`src/rtl/perf_pkg.sv`:
```
// Shared types for the performance counter bank: controller states, run modes,
// and the readback select width helper.
package perf_pkg;

  typedef enum logic {
    IDLE = 1'b0,
    RUN  = 1'b1
  } state_e;

  typedef enum logic [1:0] {
    MODE_FREE = 2'd0,
    MODE_WIN1 = 2'd1,
    MODE_WINR = 2'd2,
    MODE_RSVD = 2'd3
  } mode_e;

  function automatic int sel_width(input int n);
    return (n > 1) ? $clog2(n) : 1;
  endfunction

endpackage

```
`src/rtl/perf_counter_lane.sv`:
```
// One event channel: live counter with wrap or saturate, shadow register
// loaded on snapshot, and a sticky overflow flag.
module perf_counter_lane #(
  parameter int WIDTH    = 32,
  parameter int SATURATE = 0
) (
  input  logic             clk,
  input  logic             rst_n,
  input  logic             inc,
  input  logic             clr_live,
  input  logic             clr_ovf,
  input  logic             clr_all,
  input  logic             load,
  output logic [WIDTH-1:0] shadow,
  output logic             ovf
);

  localparam logic [WIDTH-1:0] ALL_ONES = '1;

  logic [WIDTH-1:0] live;
  logic [WIDTH-1:0] bumped;
  logic             wrap;

  assign wrap = inc && (live == ALL_ONES);

  always_comb begin
    // NOTE: default assignment first, so no path leaves bumped unassigned and no latch is inferred.
    bumped = live;
    if (inc) begin
      bumped = wrap ? ((SATURATE != 0) ? ALL_ONES : '0) : live + 1'b1;
    end
  end

  // NOTE: shadow is reset like any other register so an idle channel reads back as zero.
  always_ff @(posedge clk or negedge rst_n) begin
    if (!rst_n) begin
      live   <= '0;
      shadow <= '0;
      ovf    <= 1'b0;
    end else if (clr_all) begin
      live   <= '0;
      shadow <= '0;
      ovf    <= 1'b0;
    end else begin
      // NOTE: non-blocking assignments here; shadow must see this cycle's event, so it takes bumped, not live.
      live <= clr_live ? '0 : bumped;
      if (load) shadow <= bumped;
      if (clr_ovf)   ovf <= 1'b0;
      else if (wrap) ovf <= 1'b1;
    end
  end

endmodule

```
`src/rtl/perf_counter_bank.sv`:
```
// Multi-channel event counter: free-run or windowed counting, atomic snapshot
// of all channels into shadows, registered readback mux.
module perf_counter_bank
  import perf_pkg::*;
#(
  parameter int CHANNELS = 8,
  parameter int WIDTH    = 32,
  parameter int WIN_W    = 24,
  parameter int SATURATE = 0,
  parameter int SEL_W    = sel_width(CHANNELS)
) (
  input  logic                clk,
  input  logic                rst_n,
  input  logic [CHANNELS-1:0] event_i,
  input  logic [1:0]          mode,
  input  logic [WIN_W-1:0]    win_len,
  input  logic                start,
  input  logic                stop,
  input  logic                snap,
  input  logic                clear,
  output logic                busy,
  output logic                done,
  input  logic [SEL_W-1:0]    rd_sel,
  output logic [WIDTH-1:0]    rd_data,
  output logic [CHANNELS-1:0] ovf
);

  localparam int               SPAN    = 1 << SEL_W;
  localparam logic [WIN_W-1:0] WIN_ONE = WIN_W'(1);

  state_e           state;
  mode_e            run_mode;
  logic [WIN_W-1:0] win_cnt;
  logic [WIN_W-1:0] win_load;
  logic             running;
  logic             windowed;
  logic             term;
  logic             snapshot;
  logic             start_ok;
  logic             count_en;
  logic             live_clr;
  logic [WIDTH-1:0] shadow   [CHANNELS];
  logic [WIDTH-1:0] rd_table [SPAN];

  assign running  = (state == RUN);
  assign windowed = (run_mode == MODE_WIN1) || (run_mode == MODE_WINR);
  assign term     = running && windowed && (win_cnt == WIN_ONE);
  assign count_en = running && !clear;
  // stop, terminal count and snap all capture the same data; clear suppresses all.
  assign snapshot = count_en && (stop || term || (snap && !windowed));
  assign start_ok = !running && !clear && start;
  assign live_clr = start_ok || (count_en && !stop && term && (run_mode == MODE_WINR));
  assign win_load = (win_len == '0) ? WIN_ONE : win_len;

  always_ff @(posedge clk or negedge rst_n) begin
    if (!rst_n) begin
      state    <= IDLE;
      busy     <= 1'b0;
      done     <= 1'b0;
      run_mode <= MODE_FREE;
      win_cnt  <= '0;
    end else begin
      done <= snapshot;
      if (clear) begin
        state <= IDLE;
        busy  <= 1'b0;
      end else begin
        case (state)
          IDLE: begin
            if (start) begin
              state    <= RUN;
              busy     <= 1'b1;
              run_mode <= (mode == MODE_RSVD) ? MODE_FREE : mode_e'(mode);
              win_cnt  <= win_load;
            end
          end
          RUN: begin
            if (stop || (term && (run_mode == MODE_WIN1))) begin
              state <= IDLE;
              busy  <= 1'b0;
            end else if (term) begin
              win_cnt <= win_load;
            end else if (windowed) begin
              win_cnt <= win_cnt - 1'b1;
            end
          end
          default: begin
            state <= IDLE;
            busy  <= 1'b0;
          end
        endcase
      end
    end
  end

  for (genvar g = 0; g < CHANNELS; g++) begin : g_lane
    perf_counter_lane #(
      .WIDTH    (WIDTH),
      .SATURATE (SATURATE)
    ) u_lane (
      .clk      (clk),
      .rst_n    (rst_n),
      .inc      (count_en && event_i[g]),
      .clr_live (live_clr),
      .clr_ovf  (start_ok),
      .clr_all  (clear),
      .load     (snapshot),
      .shadow   (shadow[g]),
      .ovf      (ovf[g])
    );
  end

  // Select codes beyond the last channel map to constant zero entries.
  for (genvar g = 0; g < SPAN; g++) begin : g_rd
    if (g < CHANNELS) begin : g_ch
      assign rd_table[g] = shadow[g];
    end else begin : g_pad
      assign rd_table[g] = '0;
    end
  end

  always_ff @(posedge clk or negedge rst_n) begin
    if (!rst_n) rd_data <= '0;
    else        rd_data <= rd_table[rd_sel];
  end

endmodule

```
`config.mk`:
```
export PLATFORM = sky130hd
export DESIGN_NAME = perf_counter_bank
export DESIGN_NICKNAME = d
export VERILOG_FILES = /design/src/rtl/perf_pkg.sv /design/src/rtl/perf_counter_lane.sv /design/src/rtl/perf_counter_bank.sv
export SDC_FILE = /design/constraint.sdc
export NUM_CORES = 1
export LEC_CHECK = 0
export CORE_MARGIN = 8
export CORE_UTILIZATION = 25
export DETAILED_ROUTE_END_ITERATION = 8
export GPL_TIMING_DRIVEN = 0
export PLACE_DENSITY_LB_ADDON = 0.12
export SLEW_MARGIN = 0
export SYNTH_ARGS = -nofsm -noshare
export SYNTH_HDL_FRONTEND = slang
export SYNTH_SLANG_ARGS = --single-unit
```
`constraint.sdc`:
```
create_clock -name clk -period 2.3 [get_ports clk]
set_input_delay 0.46 -clock clk [delete_from_list [all_inputs] [get_ports clk]]
set_output_delay 0.46 -clock clk [all_outputs]
set_load 0.03 [all_outputs]
```
==> run metrics <==
status finished with violations; violated checks negative setup slack; num rows ~120; internal power about 19 mW; Horiz. Die Dim 346.6 um; drt pass-1 iters 5; Slew Viols, Final 0; clk_skew 0.03266 ns; Max-Cap Viols 0; CP endpoint kind flop; final setup margin -0.4233 ns; Worst Max-Slew Pin Slew approximately 1.4 ns; cell area after synthesis approximately 27000 um2; synth warn 0; Yosys reg bits approximately 580; Psw 6.710 mW; Placed Cells 4154; CP startpoint kind flop; Final Hold Fails 0; worst hold path type input port to async pin; total track usage 0.1765; Worst slew margin 0.03885; DRT iter0 DRCs roughly 1.8k; Final ANT Viol Nets 0; worst vdd ir 524.1 uV; mean number of vias per cell ~5.0; dpl hpwl 78260 um; Die Area about 120000 um2; Multi-input gate area roughly 14000 um2; combinational share of power 0.111; Sw Share 0.2653; clock share of power 0.468; final worst path period share 1.184; post-layout util 0.3434; CTS Buf Count 73; CTS tree built; most common cell after layout, fill and taps aside dfrtp_1; commonest non-fill, non-tap cells in the layout 580 x dfrtp_1, 313 x nor2_1, 222 x nand2_1, 144 x xor2_1, 114 x nand3_1; RePlAce Congestion 0.8809; r2r setup slk -0.42 ns; Via Count about 22k; Port Buf Inserts 81; initial antenna violation count 10; Final setup viols ~570; initial core utilization 0.2514; minimum hold slack roughly 0.35 ns; Synth Net Count ~2.7k; minimum clock period 2.723 ns; grt total ovfl 0; Clock Sinks between 500 and 600; Fillers ~11k; Gate Count Post-Synth 2652; Worst-Skew Late Latency ~0.65 ns; area delta synth->final 36.58%; FF/Latch Area ~15000 um2; setup slack after placement -2.902 ns; Synth cell types 74; Power Dens Cells 677.5 nW/um2; Max H-tree Level 3; syn_area_per_cell between 10 and 15 um2; worst-path maximum fanout 9; arrival time worst endpoint 3.24 ns; CTS clock-pin slew for the worst setup and hold paths approximately 0.06 ns; largest net degree at the start of global routing about 120; async set-reset flop share out of synthesis 1.000; proportion of layout cells with a drive suffix above 1 0.2736; RSZ-0062 raised after global routing yes; Crit Path Class flop to flop; P_leak between 15 and 20 nW; Boundary Pins 85; vias in the first global route between 20k and 25k; nets about 3.0k; Seq pwr share 0.421; first-pass GRT wire length between 150000 and 200000 um; sequential area share after synthesis 0.5320; DR WL/cell 25.34 um; Data required, critical path 2.82 ns; routed wire length 112400 um; non-filler cells, final around 4.4k; CTS root buffer clkbuf_16; Fmax between 0.3 and 0.4 GHz; Post-synth EDFFs 0; DR DRC count 0; ys flop type dfrtp_1; Core Box Area between 100000 and 150000 um2; Max clock buf depth 3; DIE HEIGHT between 300 and 400 um
-- worst paths after layout --
| path | from | depth (start not counted) | end |
|---|---|---|---|
| setup / recovery | run_mode[1] | 11 | g_lane[1].u_lane.shadow[0] |
| hold / removal | rst_n | 2 | g_lane[7].u_lane.ovf |
| setup reg to reg | run_mode[1] | 11 | g_lane[1].u_lane.shadow[0] |
| hold reg to reg | g_lane[1].u_lane.shadow[29] | 2 | g_lane[1].u_lane.shadow[29] |
| max in group asynchronous | rst_n | 4 | g_lane[0].u_lane.live[17] |
| min in group clk | mode[1] | 3 | run_mode[1] |
-- what timing repair did --
item	in CTS	in global routing
setup buffers	72	41
hold buffers	1	0
pin swaps	41	121
endpoints found under the setup margin	585	576
resized for setup	334	440
endpoints found under the hold margin	59	0
gates cloned	23	26
-- kinds of logic (layout without fill, tap and decap cells) --
kind of cell             after synthesis  count (layout)  share of synthesized area
other                                  0               4                          0
adder cells (fa/ha/maj)               12              12                   0.005494
AO/OA/AOI/OAI                        382             382                    0.08585
XOR/XNOR                             240             240                    0.07692
buffers and inverters                182             544                    0.03026
flip-flops                           581             581                     0.5320
AND/OR/NAND/NOR                     1157            1158                     0.2027
multiplexers                          98              98                    0.06671
-- routing by layer --
layer  share of wire  up-vias  routed length [um]  track usage
li1                -     9961                   -            -
met1            0.48    11530               54260       0.2587
met2            0.44      617               49720       0.2724
met3           0.050      130                5634      0.02827
met4           0.024        2                2727      0.04095
met5         0.00012        -                  13            0
-- flip-flops by register name, indices dropped and copies added, names as in the netlist --
| register | cells |
|---|---|
| win_cnt | 24 |
| done | 1 |
| busy | 1 |
| g_lane.u_lane.shadow | 256 |
| g_lane.u_lane.ovf | 8 |
| run_mode | 2 |
| rd_data | 32 |
| g_lane.u_lane.live | 256 |
| running | 1 |
-- synthesized netlist by cell type, types with 4 or more instances --
cell	count	area, um2
nand3b_1	10	75.07
o31ai_1	16	120.1
and3_1	42	262.8
o21ai_0	161	805.8
a21oi_1	62	310.3
mux2_2	33	371.6
dfrtp_1	581	14540
o21a_1	6	45.04
o211ai_1	4	30.03
a211oi_1	53	397.9
nand2b_1	6	37.54
nor3_1	60	300.3
or3_1	26	162.7
a21o_1	4	30.03
nand4_1	72	450.4
xnor2_1	94	823.3
xor2_1	146	1279
buf_6	7	78.83
and4_1	27	236.5
nand3_1	137	685.7
buf_2	37	185.2
or2_2	12	75.07
clkbuf_1	80	300.3
nor4_1	29	181.4
a31oi_1	7	43.79
nand2_1	278	1044
nor4_2	6	75.07
nor3b_1	5	37.54
buf_1	11	41.29
a211oi_2	7	87.58
and2_1	13	81.33
and3b_1	4	35.03
inv_1	34	127.6
o21ai_2	10	87.58
or4_1	10	75.07
o21ai_1	16	80.08
buf_4	12	90.09
ha_1	12	150.1
nor2_1	399	1498
mux4_2	64	1441
-- worst max-delay path: stages, from the launching register on --
cell and delay (ns):
dfrtp_1 0.41, ha_4 0.29, nand3b_1 0.20, nor4_4 0.07, buf_4 0.14, a21bo_4 0.25, buf_12 0.14, a21oi_4 0.40
clkbuf_16 0.32, buf_12 0.12, o32ai_1 0.07, o21bai_1 0.19
-- power groups by stage --
stage	logic [mW]	registers (mW)	clock network [mW]
floorplan	0.938	10.8	0
global placement	1.84	10.8	0
detailed placement	1.90	10.8	0
CTS	2.43	10.6	12.1
global route	2.98	10.7	12.5
finish	2.81	10.6	11.8
-- per-stage QoR --
step / power [mW] / cell area [um2] / setup TNS [ns]
after floorplan: 11.72 / 27580 / -1.495
after global placement: 12.69 / 30160 / -
after detailed placement: 12.73 / 30340 / -1051.48
after CTS: 25.22 / 35220 / -126.96
after global routing: 26.14 / 37320 / -179.61
final: 25.29 / 37320 / -133.72
-- layout make-up --
cell class	instances	share of cell area
diodes	4	0.0002682
plain buffers	134	0.04609
clock buffers	103	0.05625
clock inverters	25	0.009185
well taps	1414	0.04740
multi-input cells	1890	0.3658
flip-flops and latches	581	0.3896
repair buffers	247	0.08180
inverters	35	0.003654
(Power assumes the default switching activity.)
